`config.mk`:
```
export PLATFORM = sky130hd
export DESIGN_NAME = nios_system_sysid_arbiter_flat
export DESIGN_NICKNAME = d
export VERILOG_FILES = /design/src/rtl/nios_system_sysid_arbiter_pkg.sv /design/src/rtl/nios_system_sysid_arbiter_if.sv /design/src/rtl/nios_system_rr_pick.sv /design/src/rtl/nios_system_sysid_arbiter.sv /design/src/flat_wrapper.sv
export SDC_FILE = /design/constraint.sdc
export NUM_CORES = 1
export LEC_CHECK = 0
export CORE_MARGIN = 2
export CORE_UTILIZATION = 23
export DETAILED_ROUTE_END_ITERATION = 8
export RECOVER_POWER = 100
export SLEW_MARGIN = 20
export SYNTH_ARGS = -nofsm -noshare
export SYNTH_HDL_FRONTEND = slang
export SYNTH_HIERARCHICAL = 1
export SYNTH_SLANG_ARGS = --single-unit
export TNS_END_PERCENT = 1
```
`constraint.sdc`:
```
create_clock -name clock -period 2 [get_ports clock]
set_input_delay 0.6 -clock clock [delete_from_list [all_inputs] [get_ports clock]]
set_output_delay 0.6 -clock clock [all_outputs]
set_load 0.02 [all_outputs]
```
`src/rtl/nios_system_sysid_arbiter_pkg.sv`:
```
// Shared types for the system-ID slave arbiter and other shared-slave arbiters.
package nios_system_arb_pkg;

  localparam int NUM_MASTERS = 2;

  typedef enum logic [1:0] {
    IDLE  = 2'd0,
    ISSUE = 2'd1,
    RESP  = 2'd2
  } arb_state_e;

  typedef logic master_idx_t;

endpackage

```
`src/rtl/nios_system_sysid_arbiter_if.sv`:
```
// Avalon-MM pipelined-read bundle, used both for master ports and the shared slave.
interface nios_system_sysid_arbiter_if #(
  parameter int ADDR_W = 1,
  parameter int DATA_W = 32
);
  // Handshake: a master holds read/address until a cycle with waitrequest=0,
  // which accepts the transfer; readdata is meaningful only while readdatavalid=1.
  logic              read;
  logic [ADDR_W-1:0] address;
  logic              waitrequest;
  logic [DATA_W-1:0] readdata;
  logic              readdatavalid;

  modport master  (output read, address, input  waitrequest, readdata, readdatavalid);
  modport slave   (input  read, address, output waitrequest, readdata, readdatavalid);
  // Zero-wait-state register slave: no stall, data combinational from address.
  modport sys_host(output read, address, input  readdata);
  modport sys_dev (input  read, address, output readdata);

endinterface

```
`src/rtl/nios_system_rr_pick.sv`:
```
// Combinational 2-way round-robin picker: on a tie the master that did not win last time wins.
module nios_system_rr_pick
  import nios_system_arb_pkg::*;
(
  input  logic [NUM_MASTERS-1:0] req,
  input  master_idx_t            last,
  output logic                   gnt_valid,
  output master_idx_t            gnt_idx
);

  always_comb begin
    gnt_valid = |req;
    gnt_idx   = 1'b0;
    if (req == 2'b11) begin
      gnt_idx = ~last;
    end else if (req[1]) begin
      gnt_idx = 1'b1;
    end
  end

endmodule

```
`src/rtl/nios_system_sysid_arbiter.sv`:
```
// Shares the system-ID register slave between two Avalon-MM read masters,
// one read per ISSUE/RESP pair, with saturating per-master grant counters.
module nios_system_sysid_arbiter
  import nios_system_arb_pkg::*;
#(
  parameter int ADDR_W = 1,
  parameter int DATA_W = 32,
  parameter int CNT_W  = 16
) (
  input  logic                          clock,
  input  logic                          reset,
  nios_system_sysid_arbiter_if.slave    m0,
  nios_system_sysid_arbiter_if.slave    m1,
  nios_system_sysid_arbiter_if.sys_host sh,
  output logic [CNT_W-1:0]              m0_grants,
  output logic [CNT_W-1:0]              m1_grants,
  output arb_state_e                    state_dbg
);

  localparam logic [CNT_W-1:0] CNT_ONE = CNT_W'(1);

  arb_state_e        state_q, state_d;
  master_idx_t       grant_q, last_q, pick_idx;
  logic              pick_valid;
  logic [ADDR_W-1:0] addr_q;
  logic [DATA_W-1:0] data_q;
  logic [CNT_W-1:0]  cnt0_q, cnt1_q;
  logic              latch;

  nios_system_rr_pick u_pick (
    .req       ({m1.read, m0.read}),
    .last      (last_q),
    .gnt_valid (pick_valid),
    .gnt_idx   (pick_idx)
  );

  // Arbitration happens in every cycle that is not an acceptance cycle.
  assign latch = (state_q != ISSUE) && pick_valid;

  always_comb begin
    state_d = state_q;
    case (state_q)
      IDLE:    state_d = pick_valid ? ISSUE : IDLE;
      ISSUE:   state_d = RESP;
      RESP:    state_d = pick_valid ? ISSUE : IDLE;
      default: state_d = IDLE;
    endcase
  end

  always_ff @(posedge clock) begin
    if (reset) begin
      state_q <= IDLE;
      grant_q <= 1'b0;
      last_q  <= 1'b1;
      addr_q  <= '0;
      data_q  <= '0;
      cnt0_q  <= '0;
      cnt1_q  <= '0;
    end else begin
      state_q <= state_d;
      if (latch) begin
        grant_q <= pick_idx;
        addr_q  <= pick_idx ? m1.address : m0.address;
      end
      if (state_q == ISSUE) begin
        data_q <= sh.readdata;
        last_q <= grant_q;
        if (grant_q == 1'b0 && cnt0_q != '1) cnt0_q <= cnt0_q + CNT_ONE;
        if (grant_q == 1'b1 && cnt1_q != '1) cnt1_q <= cnt1_q + CNT_ONE;
      end
    end
  end

  assign sh.read    = (state_q == ISSUE);
  assign sh.address = addr_q;

  // Held high throughout reset so a transfer caught by reset is never seen as accepted.
  assign m0.waitrequest   = reset || !((state_q == ISSUE) && (grant_q == 1'b0));
  assign m1.waitrequest   = reset || !((state_q == ISSUE) && (grant_q == 1'b1));
  assign m0.readdatavalid = (state_q == RESP) && (grant_q == 1'b0);
  assign m1.readdatavalid = (state_q == RESP) && (grant_q == 1'b1);
  assign m0.readdata      = data_q;
  assign m1.readdata      = data_q;

  assign m0_grants = cnt0_q;
  assign m1_grants = cnt1_q;
  assign state_dbg = state_q;

endmodule

```
`src/flat_wrapper.sv`:
```
// flat-port wrapper written by rule: the top's interface ports become plain ports
module nios_system_sysid_arbiter_flat import nios_system_arb_pkg::*;
#(
  parameter int ADDR_W = 1,
  parameter int DATA_W = 32,
  parameter int CNT_W  = 16
)
  (clock, reset, m0_grants, m1_grants, state_dbg, m0_read, m0_address, m0_waitrequest, m0_readdata, m0_readdatavalid, m1_read, m1_address, m1_waitrequest, m1_readdata, m1_readdatavalid, sh_read, sh_address, sh_readdata);
  nios_system_sysid_arbiter_if #(.ADDR_W(ADDR_W), .DATA_W(DATA_W)) m0_i ();
  nios_system_sysid_arbiter_if #(.ADDR_W(ADDR_W), .DATA_W(DATA_W)) m1_i ();
  nios_system_sysid_arbiter_if #(.ADDR_W(ADDR_W), .DATA_W(DATA_W)) sh_i ();
  input  logic clock;
  input  logic reset;
  output logic [CNT_W-1:0] m0_grants;
  output logic [CNT_W-1:0] m1_grants;
  output arb_state_e state_dbg;
  input wire logic [$bits(m0_i.read)-1:0] m0_read;
  input wire logic [$bits(m0_i.address)-1:0] m0_address;
  output wire logic [$bits(m0_i.waitrequest)-1:0] m0_waitrequest;
  output wire logic [$bits(m0_i.readdata)-1:0] m0_readdata;
  output wire logic [$bits(m0_i.readdatavalid)-1:0] m0_readdatavalid;
  input wire logic [$bits(m1_i.read)-1:0] m1_read;
  input wire logic [$bits(m1_i.address)-1:0] m1_address;
  output wire logic [$bits(m1_i.waitrequest)-1:0] m1_waitrequest;
  output wire logic [$bits(m1_i.readdata)-1:0] m1_readdata;
  output wire logic [$bits(m1_i.readdatavalid)-1:0] m1_readdatavalid;
  output wire logic [$bits(sh_i.read)-1:0] sh_read;
  output wire logic [$bits(sh_i.address)-1:0] sh_address;
  input wire logic [$bits(sh_i.readdata)-1:0] sh_readdata;
  assign m0_i.read = m0_read;
  assign m0_i.address = m0_address;
  assign m0_waitrequest = m0_i.waitrequest;
  assign m0_readdata = m0_i.readdata;
  assign m0_readdatavalid = m0_i.readdatavalid;
  assign m1_i.read = m1_read;
  assign m1_i.address = m1_address;
  assign m1_waitrequest = m1_i.waitrequest;
  assign m1_readdata = m1_i.readdata;
  assign m1_readdatavalid = m1_i.readdatavalid;
  assign sh_read = sh_i.read;
  assign sh_address = sh_i.address;
  assign sh_i.readdata = sh_readdata;
  nios_system_sysid_arbiter #(.ADDR_W(ADDR_W), .DATA_W(DATA_W), .CNT_W(CNT_W)) u_core (.clock(clock), .reset(reset), .m0(m0_i), .m1(m1_i), .sh(sh_i), .m0_grants(m0_grants), .m1_grants(m1_grants), .state_dbg(state_dbg));
endmodule
```
---- Yosys cells after proc, flatten, opt, wreduce, memory -nomap -nowiden ----
Cells that the tools add are included.
W data, S select, Z words.
cells by class
  add/sub/neg operators ................... 2
  eq/ne operators ......................... 6
  muxes and demuxes ....................... 5
  bitwise logic cells ..................... 2
  reductions and logical operators ........ 16
operator list
  kind                     number
  $add A16 B1 Y16 const B  2
  $ne A16 B16 Y1 const B   2
  $logic_and A1 B1 Y1      7
  $eq A2 B2 Y1 const B     2
  $mux W1                  4
  $pmux W2 S2              1
  $reduce_and A2 Y1        2
  $reduce_or A2 Y1         2
  $eq A2 B1 Y1 const B     1
  $logic_not A1 Y1         2
  $logic_not A2 Y1         1
  $logic_or A1 B1 Y1       2
  $ne A2 B1 Y1 const B     1
  $not A1 Y1               2
word-level totals
  register bits after elaboration ......... 69
  input bits .............................. 38
  output and inout bits ................... 104
  logic and storage cells ................. 38

---- Longest topological paths before layout ----
Gate-level depths: netlist (run 1).
  depth in word-level cells ............... 4
  mapped depth ............................ 7
  depth with buffers taken out ............ 5

---- Hierarchy ----
The synthesis (run 1) kept the hierarchy.
modules (own cells, without submodules)
  module                     instances  cells an instance  area an instance (µm²)  seq. area each (µm²)
  nios_system_sysid_arbiter  1          402                3,268.1                 1,381.3
  nios_system_rr_pick        1          2                  13.8                    0.0

---- Least setup slack after synthesis (run 1) ----
No wires, ideal clock.
  path type ............................... reg-to-reg
  start ................................... register u_core.cnt0_q[0], in the netlist u_core/m0_grants[0]
  end ..................................... register u_core.cnt0_q[10], in the netlist u_core/m0_grants[10]
  setup time .............................. 0.070 ns
  data arrival time ....................... 1.997 ns
  data required time ...................... 1.930 ns
  path slack .............................. -0.067 ns
  stages on the path, launching flop included .. 8
  path buffers ............................ 2
  clock period less this slack ............ 2.067 ns
  cells stage by stage .................... dfxtp_1 > ha_1 > clkbuf_2 > nand3_1 > or3_4 > buf_6 > or4_1 > a21oi_1
on the way
  longest elaborated chain between the ends .. 3
  elaborated cells between the ends (all ways) .. 4
  those cells by class .................... add/sub: 1; eq/ne: 1; reduce/logical: 2
RTL lines
  item                                                     RTL line                         RTL
  from (decl)                                              nios_system_sysid_arbiter.sv:27  logic [CNT_W-1:0] cnt0_q, cnt1_q;
  from (signal assigned)                                   nios_system_sysid_arbiter.sv:68  if (grant_q == 1'b0 && cnt0_q != '1) cnt0_q <= cnt0_q + CNT_ONE;
  branches (longest 3 deep; another with $add A16 B1 Y16)  --
Parallel ways; which one is timed is not known.
A chain may end at the register's enable or synchronous reset.

---- Final worst setup path (run 1) ----
  start ................................... register u_core.cnt0_q[0], in the netlist u_core/m0_grants[0]
  end ..................................... output m0_grants[0]
RTL lines
  item       RTL line            RTL
  to (decl)  flat_wrapper.sv:14  output logic [CNT_W-1:0] m0_grants;
No word-level cell between the ends.

==> run metrics, run 1 <==
Vias per Instance 4.69; WL met3 663 um; Pwr Density 727 nW/um2; area grow syn2layout 49.8%; leakage power 0.00172 uW; reg-to-reg slack, setup 0.10 ns; I/O pin cnt 142; outcome finished clean; proportion of layout cells with a drive suffix above 1 10.4%; unrepaired setup endpoints after global routing yes; Clock Sinks 69; Worst Min Path Start u_core/m0.readdata[28]; DR DRC count 0; worst path buffer plus inverter count 1; endpoints failing setup 0; Antenna Violating Nets Remaining 0; post-synth net total 444; largest net degree at the start of global routing 77; gr usage total 13.1%; via count 3,319; Synth async-reset ratio 0%; Placer Congestion 0.784; final critical-path required period 1.96 ns; FF+latch count, synth 69; setup TNS 0 ns; yosys warns 6; CP cell instances clkdlybuf4s50_1; initial antenna violation count 0; Worst Hold Path Cells 2; max frequency 511 MHz; Port Buffer Count 141; Root Driver clkbuf_16; Crit path required time 1.40 ns; Die Height 123 um; Reg clk slew, reported paths 0.05 ns; crit-path max FO 5; number of global-route vias before repair 3,100; hold_buf cts 0; worst rel slew slack 42.5%; Routed WL per cell 13.7 um; top_reg_cell synth dfxtp_1; CTS max path bufs 2; Clock Latency Late Sink 0.33 ns; H-tree levels 3; CTS buffer count 9; post-CTS setup buffer count 0; Routed WL 9720 um; Final period util 97.9%; drt first-iter violations 179; Distinct cells, synth 43; DP Wirelength 6970 um; WP data arrival 1.36 ns; R2R Path End u_core/m0_grants[15]; die area 15,200 um2; Die Width 123 um; Post-Syn Area per Cell 8.12 um2; worst hold path class register to register; Rows 43; global-route wire length before repair 15,500 um; sequential cell area fraction in the yosys report 42.1%; wl on met1 4180 um; Post-Synthesis Cells 404; Max Slew Vio Count 0; setup slack at placement -0.168 ns; Top delay family on crit path buffers and inverters; gr ovfl total 0; WHS Endpoint u_core/m0.readdata[28]; CORE AREA 13,900 um2; FF-to-FF Start u_core/grant_q; met2 wire len 4770 um; max-cap violation count 0; VDD IR-drop max 0.000330 V; final worst setup slack 0.0417 ns; Worst setup SP type register; Initial Util 23.6%; Final Hold Violating Endpoints 0; critical-path cell with the highest stage delay clkdlybuf4s50_1; Max stage delay on crit path 0.65 ns; CTS tree built; DR pass1 iterations 4; reg2reg path depth 6; Setup crit end kind output port; # fillers 1,456; highest metal used met4; final clock skew 0.00248 ns; Post-synth EDFFs 0; worst slew pin tran 0.863 ns; type of the worst setup path register to output port; Synth Cell Area 3280 um2; layout net count 562; Ant. Diodes 0
## power by group
group	internal, uW	switching, uW
registers	1430	47.2
logic	266	290
clock network	976	561
## timing repair
item	in CTS	in global routing
gates resized for setup	32	23
endpoints found under the setup margin	22	23
pin swaps	0	2
## sequential cells by signal, summed over array words and instances (netlist names)
register / cells
u_core/grant_q: 1
u_core/last_q: 1
u_core/m0.readdata: 32
u_core/m0_grants: 16
u_core/m1_grants: 16
u_core/sh.address: 1
u_core/state_dbg: 2
## layer usage
layer / GRT usage (%) / vias up
li1: - / 1643
met3: 5.03 / 7
met1: 16.6 / 1555
met5: 0 / -
met4: 3.69 / 0
met2: 20.8 / 114
## cell type report
class | instances | area, um2 | share of cell area [%]
sequential | 69 | 1390 | 28.2
tap | 180 | 225 | 4.58
timing repair buffer | 161 | 1420 | 28.9
clock buffer | 16 | 292 | 5.93
inverter | 7 | 26.3 | 0.535
multi-input combinational | 274 | 1560 | 31.8
## layout by cell type, fill, tap and decap left out, types with 6 or more instances in the layout
| cell type | instances |
|---|---|
| nor3_1 | 7 |
| o21ai_0 | 6 |
| buf_4 | 14 |
| nand3_1 | 12 |
| nand2_1 | 82 |
| or3_1 | 11 |
| dlygate4sd2_1 | 16 |
| o31ai_1 | 16 |
| or4_1 | 13 |
| clkbuf_16 | 9 |
| a21oi_1 | 62 |
| nor2_1 | 8 |
| inv_1 | 6 |
| dfxtp_1 | 66 |
| clkdlybuf4s50_1 | 105 |
| clkbuf_1 | 18 |
## kinds of logic (layout without fill, tap and decap cells)
logic type                 after synthesis  after routing  synth area share (%)
and+or+nand+nor                        169            169                  26.9
AOI/OAI and AO/OA                       95             95                  16.7
DFF                                     69             69                  42.1
buffers and inverters                   61            184                  11.0
muxes                                    8              8                  2.63
adders and majority gates                2              2                 0.762
## how the worst max path moves through the flow
| stage | start | to | slack, ns | cells past startpoint |
|---|---|---|---|---|
| floorplan | u_core/m0_grants[0] | u_core/m0_grants[10] | 0.04 | 7 |
| global placement | reset | m0_waitrequest | -0.17 | 5 |
| detailed placement | reset | m0_waitrequest | -0.17 | 5 |
| CTS | u_core/grant_q | m1_readdatavalid | -0.05 | 3 |
| global route | u_core/state_dbg[1] | u_core/m1_grants[8] | -0.03 | 7 |
| finish | u_core/m0_grants[0] | m0_grants[0] | 0.04 | 1 |
## through the flow
step	instances	instance area (um2)	util [%]	hold slack (ns)	power (uW)
2_1_floorplan	404	3280	-	0.438	1810
3_3_place_gp	691	4730	34.0	0.457	2070
3_5_place_dp	691	4730	34.0	0.468	2080
4_1_cts	707	5010	36.0	0.475	3640
5_1_grt	707	4910	35.3	0.497	3750
6_report	707	4910	35.3	0.470	3570
## synthesized netlist by cell type, drive strengths merged (3+ instances only)
cell type / instances / area [um2]
a211oi: 5 / 37.5
a21oi: 62 / 310
and4: 3 / 26.3
buf: 38 / 273
clkbuf: 16 / 61.3
dfxtp: 69 / 1380
inv: 7 / 26.3
mux2: 5 / 56.3
mux2i: 3 / 30.0
nand2: 82 / 308
nand2b: 3 / 18.8
nand3: 12 / 60.1
nand4: 5 / 31.3
nor2: 9 / 33.8
nor2b: 5 / 31.3
nor3: 7 / 35.0
nor3b: 5 / 48.8
nor4: 4 / 40.0
o21ai: 6 / 30.0
o31ai: 16 / 120
or3: 12 / 80.1
or4: 13 / 97.6
(Power assumes the default switching activity.)
==> run 2: changes to the inputs <==
Settings changed: CORE_UTILIZATION 23 to 39, CTS_BUF_LIST set to sky130_fd_sc_hd__clkbuf_4 sky130_fd_sc_hd__clkbuf_8, DONT_BUFFER_PORTS set to 1.
==> run 2 against run 1 <==
Against the previous run: sequential share of layout area is 11 points higher; final area is 28% lower; die area is 40% lower; core utilization is 8.0 points higher; clock skew is 0.011 ns higher; combinational power is 65% lower; via count is 15% lower; worst hold slack worse by 0.15 ns; wire length is 15% lower.
==> run metrics, run 2 (synthesis results as in run 1) <==
Rows 33; Routed WL per cell 15.9 um; worst path buffer plus inverter count 3; layout net count 447; CP cell instances buf_6, inv_1, nor3b_2, buf_4; Clock Latency Late Sink 0.34 ns; CTS buffer count 9; number of global-route vias before repair 2,535; max-cap violation count 0; Top delay family on crit path buffers and inverters; Final Instance Area 3540 um2; worst slew pin tran 0.935 ns; Post-DP Area 3430 um2; Pwr Density 861 nW/um2; Total Power 3050 uW; VDD IR-drop max 0.000412 V; gr ovfl total 0; largest net degree at the start of global routing 78; Die Width 95.7 um; Final period util 95.5%; DR DRC count 0; post-CTS setup buffer count 0; final critical-path required period 1.91 ns; leakage power 0.00116 uW; reg-to-reg slack, setup 0.12 ns; # fillers 851; most frequent cells in the layout nand2_1 (82), dfxtp_1 (66), a21oi_1 (62); type of the worst setup path register to output port; max FFs per register 32; met2 wire len 3830 um; wl on met1 3640 um; Max Slew Vio Count 0; CTS resizes 3; Crit path required time 1.40 ns; unrepaired setup endpoints after global routing no; final worst setup slack 0.0902 ns; H-tree levels 3; DP Wirelength 5660 um; FF-to-FF Start u_core/m0_grants[0]; outcome finished clean; WP data arrival 1.31 ns; WL met3 653 um; Port Buffer Count 0; crit-path max FO 9; global-route wire length before repair 12,700 um; Clock Sinks 69; Vias per Instance 5.44; worst rel slew slack 37.7%; Setup crit end kind output port; final clock skew 0.0137 ns; drt first-iter violations 111; Final Hold Violating Endpoints 0; highest metal used met4; Worst setup SP type register; critical-path cell with the highest stage delay dfxtp_4; setup slack at placement 0.183 ns; DR pass1 iterations 4; endpoints failing setup 0; CTS tree built; Initial Util 40.1%; CP Capture Point m1_readdatavalid; Ant. Diodes 0; initial antenna violation count 0; Reg clk slew, reported paths 0.09 ns; reg2reg path depth 5; Die Height 95.7 um; most common cell after layout, fill and taps aside nand2_1; Worst setup startpoint u_core/grant_q; max frequency 524 MHz; Routed WL 8220 um; Antenna Violating Nets Remaining 0; Root Driver clkbuf_8; setup TNS 0 ns; area grow syn2layout 7.85%; worst hold path class primary input to register; critical path depth in cells 4; via count 2,810; Placer Congestion 0.809; CORE AREA 8180 um2; gr usage total 17.8%; Max stage delay on crit path 0.38 ns; hold_buf cts 0; R2R Path End u_core/m0_grants[12]; die area 9170 um2; CTS max path bufs 2; proportion of layout cells with a drive suffix above 1 11.2%; I/O pin cnt 142
==> run 2: final cells by class <==
cell class | instances | area, um2 | area share, %
well taps | 105 | 131 | 3.71
multi-input cells | 274 | 1540 | 43.5
flip-flops and latches | 69 | 1390 | 39.2
clock buffers | 9 | 124 | 3.50
clock inverters | 7 | 97.6 | 2.76
repair buffers | 46 | 231 | 6.54
inverters | 7 | 26.3 | 0.742
==> run 2: worst register-to-register path, stage by stage (launching register included) <==
cell,delay [ns]
dfxtp_1,0.37
ha_1,0.18
nand3_1,0.11
or3_1,0.48
or4_1,0.54
a21oi_1,0.14
==> run 2: stage by stage <==
stage / utilization (%) / hold slack [ns] / instances
global route: 43.3 / 0.304 / 517
detailed placement: 41.9 / 0.448 / 501
finish: 43.3 / 0.317 / 517
floorplan: - / 0.438 / 404
CTS: 44.8 / 0.300 / 517
global placement: 41.9 / 0.444 / 501
==> run 2: metal layers <==
layer	GRT usage (%)	vias to the layer above
met3	6.34	8
met4	6.19	0
met2	27.1	92
met5	0	-
met1	23.4	1295
li1	-	1415
==> run 2: report_power, final <==
group          internal (uW)  leakage, uW  switching, uW
Combinational           67.2     0.000488            126
Sequential              1430     0.000563            146
Clock                    706     0.000106            577
Total                   2200      0.00116            849
==> run 2: worst min path at each step <==
stage	start	end	slack, ns	cells after the start
6_report	reset	u_core/m0_grants[8]	0.32	1
5_1_grt	reset	u_core/m1_grants[13]	0.30	1
4_1_cts	reset	u_core/m0_grants[8]	0.30	1
3_5_place_dp	u_core/last_q	u_core/last_q	0.45	2
3_3_place_gp	u_core/last_q	u_core/last_q	0.44	2
2_1_floorplan	u_core/last_q	u_core/last_q	0.44	2
==> run 3: changes to the inputs <==
Settings changed: CTS_CLUSTER_SIZE set to 10.
==> results of run 3 <==
Same layout as run 2: the final DEF is identical, and so are final timing and power.
